`config.mk`:
```
export PLATFORM = sky130hd
export DESIGN_NAME = i2c_fifo_sequencer
export DESIGN_NICKNAME = d
export VERILOG_FILES = /design/src/rtl/i2c_fifo_sequencer.sv
export SDC_FILE = /design/constraint.sdc
export NUM_CORES = 1
export LEC_CHECK = 0
export ABC_AREA = 0
export BUFFER_PORTS_ARGS = -buffer_cell sky130_fd_sc_hd__buf_4
export CAP_MARGIN = 30
export CORE_MARGIN = 2
export CORE_UTILIZATION = 50
export DETAILED_ROUTE_END_ITERATION = 10
export PLACE_DENSITY_LB_ADDON = 0.08
export SYNTH_ARGS = -nofsm -noshare
export SYNTH_HDL_FRONTEND = slang
export SYNTH_SLANG_ARGS = --single-unit
```
`constraint.sdc`:
```
create_clock -name PCLK -period 3 [get_ports PCLK]
set_input_delay 0.6 -clock PCLK [delete_from_list [all_inputs] [get_ports PCLK]]
set_output_delay 0.6 -clock PCLK [all_outputs]
set_load 0.02 [all_outputs]
```
`src/rtl/i2c_fifo_sequencer.sv`:
```
// Sequences one I2C master transaction (START, address, data bytes, STOP) between the
// APB-side TX/RX FIFOs and the I2C byte engine. Define SEQ_TIMEOUT_EN to enable the TX stall timeout.
module i2c_fifo_sequencer #(
  parameter int CNT_WIDTH      = 8,
  parameter int TIMEOUT_CYCLES = 255
) (
  input  logic                 PCLK,
  input  logic                 PRESET,
  input  logic                 start,
  input  logic [6:0]           slave_addr,
  input  logic                 rw,
  input  logic [CNT_WIDTH-1:0] byte_count,
  input  logic                 tx_empty,
  input  logic [7:0]           tx_data,
  output logic                 tx_rd_en,
  input  logic                 rx_full,
  output logic                 rx_wr_en,
  output logic [7:0]           rx_data,
  output logic                 eng_valid,
  output logic [1:0]           eng_cmd,
  output logic [7:0]           eng_wdata,
  output logic                 eng_last,
  input  logic                 eng_ready,
  input  logic                 eng_done,
  input  logic [7:0]           eng_rdata,
  input  logic                 eng_nack,
  output logic                 busy,
  output logic                 done,
  output logic [1:0]           err_code
);

  localparam logic [3:0] ST_IDLE    = 4'd0;
  localparam logic [3:0] ST_START   = 4'd1;
  localparam logic [3:0] ST_ADDR    = 4'd2;
  localparam logic [3:0] ST_WAIT_TX = 4'd3;
  localparam logic [3:0] ST_WRITE   = 4'd4;
  localparam logic [3:0] ST_WAIT_RX = 4'd5;
  localparam logic [3:0] ST_READ    = 4'd6;
  localparam logic [3:0] ST_STOP    = 4'd7;
  localparam logic [3:0] ST_FINISH  = 4'd8;

  localparam logic [1:0] CMD_START = 2'b00;
  localparam logic [1:0] CMD_WRITE = 2'b01;
  localparam logic [1:0] CMD_READ  = 2'b10;
  localparam logic [1:0] CMD_STOP  = 2'b11;

  logic [3:0]           state_q, state_d;
  logic [6:0]           addr_q, addr_d;
  logic                 rw_q, rw_d;
  logic [CNT_WIDTH-1:0] cnt_q, cnt_d;
  logic                 busy_q, busy_d;
  logic                 done_q, done_d;
  logic [1:0]           err_q, err_d;
  logic                 eng_valid_q, eng_valid_d;
  logic [1:0]           eng_cmd_q, eng_cmd_d;
  logic [7:0]           eng_wdata_q, eng_wdata_d;
  logic                 eng_last_q, eng_last_d;
  logic                 pend_q, pend_d;
  logic                 tx_rd_en_q, tx_rd_en_d;
  logic                 rx_wr_en_q, rx_wr_en_d;
  logic [7:0]           rx_data_q, rx_data_d;
  logic                 is_cmd_state;
  logic                 cmd_done;
  logic                 last_byte;

`ifdef SEQ_TIMEOUT_EN
  localparam int TO_W = $clog2(TIMEOUT_CYCLES + 1);
  logic [TO_W-1:0] to_cnt_q, to_cnt_d;
  logic            to_hit;
  assign to_hit = (to_cnt_q == TO_W'(TIMEOUT_CYCLES - 1));
`else
  logic timeout_unused;
  assign timeout_unused = (TIMEOUT_CYCLES != 0);
`endif

  function automatic logic [1:0] cmd_for(input logic [3:0] st);
    case (st)
      ST_START: cmd_for = CMD_START;
      ST_READ:  cmd_for = CMD_READ;
      ST_STOP:  cmd_for = CMD_STOP;
      default:  cmd_for = CMD_WRITE;
    endcase
  endfunction

  assign is_cmd_state = (state_q == ST_START) || (state_q == ST_ADDR) || (state_q == ST_WRITE) ||
                        (state_q == ST_READ)  || (state_q == ST_STOP);
  // Only a completion for an accepted, still-outstanding command is honoured.
  assign cmd_done  = pend_q && eng_done;
  assign last_byte = (cnt_q == CNT_WIDTH'(1));

  always_comb begin
    state_d     = state_q;
    addr_d      = addr_q;
    rw_d        = rw_q;
    cnt_d       = cnt_q;
    busy_d      = busy_q;
    done_d      = 1'b0;
    err_d       = err_q;
    eng_valid_d = eng_valid_q;
    eng_cmd_d   = eng_cmd_q;
    eng_wdata_d = eng_wdata_q;
    eng_last_d  = eng_last_q;
    pend_d      = pend_q;
    tx_rd_en_d  = 1'b0;
    rx_wr_en_d  = 1'b0;
    rx_data_d   = rx_data_q;
`ifdef SEQ_TIMEOUT_EN
    to_cnt_d    = '0;
`endif

    // A command state raises its request once, on the first cycle with nothing in flight.
    if (eng_valid_q && eng_ready) begin
      eng_valid_d = 1'b0;
      pend_d      = 1'b1;
    end else if (is_cmd_state && !eng_valid_q && !pend_q) begin
      eng_valid_d = 1'b1;
      eng_cmd_d   = cmd_for(state_q);
      eng_last_d  = (state_q == ST_READ) && last_byte;
      if (state_q == ST_ADDR) eng_wdata_d = {addr_q, rw_q};
    end
    if (cmd_done) pend_d = 1'b0;

    case (state_q)
      ST_IDLE: begin
        if (start) begin
          addr_d      = slave_addr;
          rw_d        = rw;
          cnt_d       = byte_count;
          err_d       = 2'b00;
          busy_d      = 1'b1;
          state_d     = ST_START;
          eng_valid_d = 1'b1;
          eng_cmd_d   = CMD_START;
          eng_last_d  = 1'b0;
        end
      end
      ST_START: if (cmd_done) state_d = ST_ADDR;
      ST_ADDR: begin
        if (cmd_done) begin
          if (eng_nack) begin
            err_d   = 2'b01;
            state_d = ST_STOP;
          end else if (cnt_q == '0) begin
            state_d = ST_STOP;
          end else begin
            state_d = rw_q ? ST_WAIT_RX : ST_WAIT_TX;
          end
        end
      end
      ST_WAIT_TX: begin
        if (!tx_empty) begin
          tx_rd_en_d  = 1'b1;
          eng_wdata_d = tx_data;
          state_d     = ST_WRITE;
        end
`ifdef SEQ_TIMEOUT_EN
        else if (to_hit) begin
          err_d   = 2'b11;
          state_d = ST_STOP;
        end else begin
          to_cnt_d = to_cnt_q + TO_W'(1);
        end
`endif
      end
      ST_WRITE: begin
        if (cmd_done) begin
          if (eng_nack) begin
            err_d   = 2'b10;
            state_d = ST_STOP;
          end else begin
            cnt_d   = cnt_q - CNT_WIDTH'(1);
            state_d = last_byte ? ST_STOP : ST_WAIT_TX;
          end
        end
      end
      ST_WAIT_RX: if (!rx_full) state_d = ST_READ;
      ST_READ: begin
        if (cmd_done) begin
          rx_data_d  = eng_rdata;
          rx_wr_en_d = 1'b1;
          cnt_d      = cnt_q - CNT_WIDTH'(1);
          state_d    = last_byte ? ST_STOP : ST_WAIT_RX;
        end
      end
      ST_STOP: begin
        if (cmd_done) begin
          busy_d  = 1'b0;
          done_d  = 1'b1;
          state_d = ST_FINISH;
        end
      end
      ST_FINISH: state_d = ST_IDLE;
      default:   state_d = ST_IDLE;
    endcase
  end

  always_ff @(posedge PCLK) begin
    if (PRESET) begin
      state_q     <= ST_IDLE;
      addr_q      <= '0;
      rw_q        <= 1'b0;
      cnt_q       <= '0;
      busy_q      <= 1'b0;
      done_q      <= 1'b0;
      err_q       <= 2'b00;
      eng_valid_q <= 1'b0;
      eng_cmd_q   <= 2'b00;
      eng_wdata_q <= '0;
      eng_last_q  <= 1'b0;
      pend_q      <= 1'b0;
      tx_rd_en_q  <= 1'b0;
      rx_wr_en_q  <= 1'b0;
      rx_data_q   <= '0;
`ifdef SEQ_TIMEOUT_EN
      to_cnt_q    <= '0;
`endif
    end else begin
      state_q     <= state_d;
      addr_q      <= addr_d;
      rw_q        <= rw_d;
      cnt_q       <= cnt_d;
      busy_q      <= busy_d;
      done_q      <= done_d;
      err_q       <= err_d;
      eng_valid_q <= eng_valid_d;
      eng_cmd_q   <= eng_cmd_d;
      eng_wdata_q <= eng_wdata_d;
      eng_last_q  <= eng_last_d;
      pend_q      <= pend_d;
      tx_rd_en_q  <= tx_rd_en_d;
      rx_wr_en_q  <= rx_wr_en_d;
      rx_data_q   <= rx_data_d;
`ifdef SEQ_TIMEOUT_EN
      to_cnt_q    <= to_cnt_d;
`endif
    end
  end

  assign tx_rd_en  = tx_rd_en_q;
  assign rx_wr_en  = rx_wr_en_q;
  assign rx_data   = rx_data_q;
  assign eng_valid = eng_valid_q;
  assign eng_cmd   = eng_cmd_q;
  assign eng_wdata = eng_wdata_q;
  assign eng_last  = eng_last_q;
  assign busy      = busy_q;
  assign done      = done_q;
  assign err_code  = err_q;

endmodule

```
==> flow_summary.ini <==
[grt]
grt_pass1_wl_mm = 8.887
grt_usage_pct = 21.22
grt_max_degree = 46
gr-total-overflow = 0
first_global_vias = 1969
antenna_found_initial = 0

[worst_setup_path]
path_class = reg -> reg
crit_path_max_fanout = 23
startpoint = state_q[1]
r2r_cells = 4
worstPathArrival_ps = 2480
crit_required_ps = 3220
regToRegEndpoint = eng_wdata[5]
regToRegSetupSlack_ps = 740
max_stage_delay_ps = 790
cp_cell_sequence = nor4b_1 -> nand2_1 -> mux2i_1 -> a211oi_1
cp_slowest_cell = dfxtp_1
reg2reg_from = state_q[1]
crit_path_start_kind = flip-flop
cp-end-kind = flip-flop

[worst_hold_path]
hold_depth = 2
holdPathEnd = addr_q[6]
min_from = addr_q[6]
hold_path_class = reg -> reg

[detailed_routing]
vias_per_cell = 5.746
num_vias = 2218
dr_wl_met2_mm = 2.720
drt-total-wl_mm = 5.559
drc = 0
antenna_left = 0
drt_iter0_markers = 113
routedWlPerCell_microns = 14.40
dr.pass1.iters = 5
dr.max_layer_used = met4
dr_wl_met3_microns = 309
wl_met1_mm = 2.492

[clocking]
hold_buffers = 0
cts_sinks = 47
cts_setup_buffers = 0
path_clk_slew_ps = 90
clock-root-buffer = clkbuf_8
cts_buffers = 5
clk-insertion-delay-late_ps = 300
cts_tree = yes
ctsHtreeMaxLevel = 2
clk_path_buf_depth = 2
cts_resized = 0

[final_layout]
final_util_pct = 63.65
area_growth_pct = 24.74
diodes = 0
drive_gt1_share_pct = 24.40
finalNonFillerCells = 386
num-fill-cells = 433
final_cell_area_sq_um = 2947
fin_nets = 374

[timing]
final.setup.worst_slack_ps = 739.6
rsz0062_at_grt = false
finalSetupViolCount = 0
final_hold_viol_count = 0
fmax_ghz = 0.4424
maxSlewHeadroom_pct = 52.67
timing.final.crit_period_ps = 2260
post-route-period-util_pct = 75.35
tns_ps = 0
tightestPinTransition_ps = 709.0
hold_ws_ps = 460.0
drv_slew = 0
clock_skew_ps = 3.097

[floorplan]
die_h_microns = 72.74
io_pins = 66
start_util_pct = 51.03
die_area_sq_um = 5290
die_w_microns = 72.74
std_cell_rows = 25
core_region_area_sq_um = 4629

[pwr]
power_density_nw_per_um2 = 667.0
power.leakage_nw = 1.202
p_total_mw = 1.965
max-vdd-ir-drop_uv = 328.3

[placement]
io_buffers = 65
pre_cts_slack_ps = 755.0
place_area_sq_um = 2848
dp.final_hpwl_mm = 3.965
gp_congestion = 0.8075
dp.cells = 378

[synthesis]
yosysSeqAreaShare_pct = 39.83
synth_edf_count = 0
synthTopCellsByArea = dfxtp_1 40%, mux2i_1 7.6%, nor2_1 4.8%, nand2_1 4.6%, a211oi_1 4.4%
synth_area_sq_um = 2362
synth.top_cell.area_share_pct = 39.83
async_flop_share_pct = 0
synthTopCellsByCount = 47 x dfxtp_1, 30 x nor2_1, 29 x nand2_1
synth.avg_cell_area_sq_um = 8.621
yosysWarnings = 0
yosysMostFrequentCell = dfxtp_1
synth-main-ff-cell = dfxtp_1
synth_top_area_cell = dfxtp_1
synth_cell_types = 54
syn_inst = 274
syn-num-nets = 317
ys_seq_elements = 47

[run]
maxCapViolations = 0

[outcome]
status = complete, no violations
where the power goes:
group	internal (mW)	switching [mW]	total (mW)
sequential	0.709	0.111	0.820
clock	0.188	0.219	0.407
combinational	0.308	0.430	0.738
cells in the final DEF, fill, tap and decap left out, drive strengths merged, types with 3 or more instances in the layout:
cell and n:
or3 3, buf 67, inv 9, and3 5, a2111oi 3, nor2 30, nor3 10, mux2i 18
a211oi 14, nor3b 4, a31oi 3, o21ai 5, clkbuf 6, o31ai 4, nand2 29, and2 3
dfxtp 47, o32ai 4, nor2b 6, nand2b 3, ha 3, a21oi 16, o311ai 4, nand3b 4
final cells by class:
type	instances	area, sq um	share of cell area (%)
clock buffers	6	82.58	2.803
repair buffers	67	503.0	17.07
well taps	54	67.56	2.293
clock inverters	2	16.27	0.5520
flip-flops and latches	47	940.9	31.93
multi-input cells	201	1303	44.20
inverters	9	33.78	1.146
routing by layer:
metal	up-vias	GRT usage (%)
li1	1127	-
met1	1029	27.84
met2	58	35.56
met3	4	4.834
met4	0	4.938
met5	-	0
cells by family (layout without fill, tap and decap cells):
logic type	count (synthesis)	after routing	share of synthesized area, %
fa+ha+maj	3	3	1.589
compound gates	70	70	21.40
buf+inv	26	84	5.032
mux	19	19	8.104
flops	47	47	39.83
xor+xnor	2	2	0.7417
simple gates	107	107	23.31
state kept, by name (all words and copies together) (netlist names):
signal / cells
eng_wdata: 8
cnt_q: 8
addr_q: 7
done: 1
rx_data: 8
eng_valid: 1
state_q: 4
pend_q: 1
eng_last: 1
busy: 1
rx_wr_en: 1
tx_rd_en: 1
rw_q: 1
err_code: 2
eng_cmd: 2
critical path, delay by kind of cell (launching register included):
| kind | cells | cell delay (ps) |
|---|---|---|
| AO/OA/AOI/OAI | 1 | 240 |
| flip-flops | 1 | 790 |
| multiplexers | 1 | 220 |
| AND/OR/NAND/NOR | 2 | 930 |
worst max-delay path by stage:
stage	endpoint	slack [ps]	cells after the start
floorplan	eng_wdata[7]	1440	4
detailed placement	eng_wdata[5]	750	4
CTS	eng_wdata[5]	710	4
global route	eng_wdata[6]	480	4
finish	eng_wdata[5]	740	4
global placement	eng_wdata[3]	880	4
Note: power is estimated with default switching activity, not from simulation.
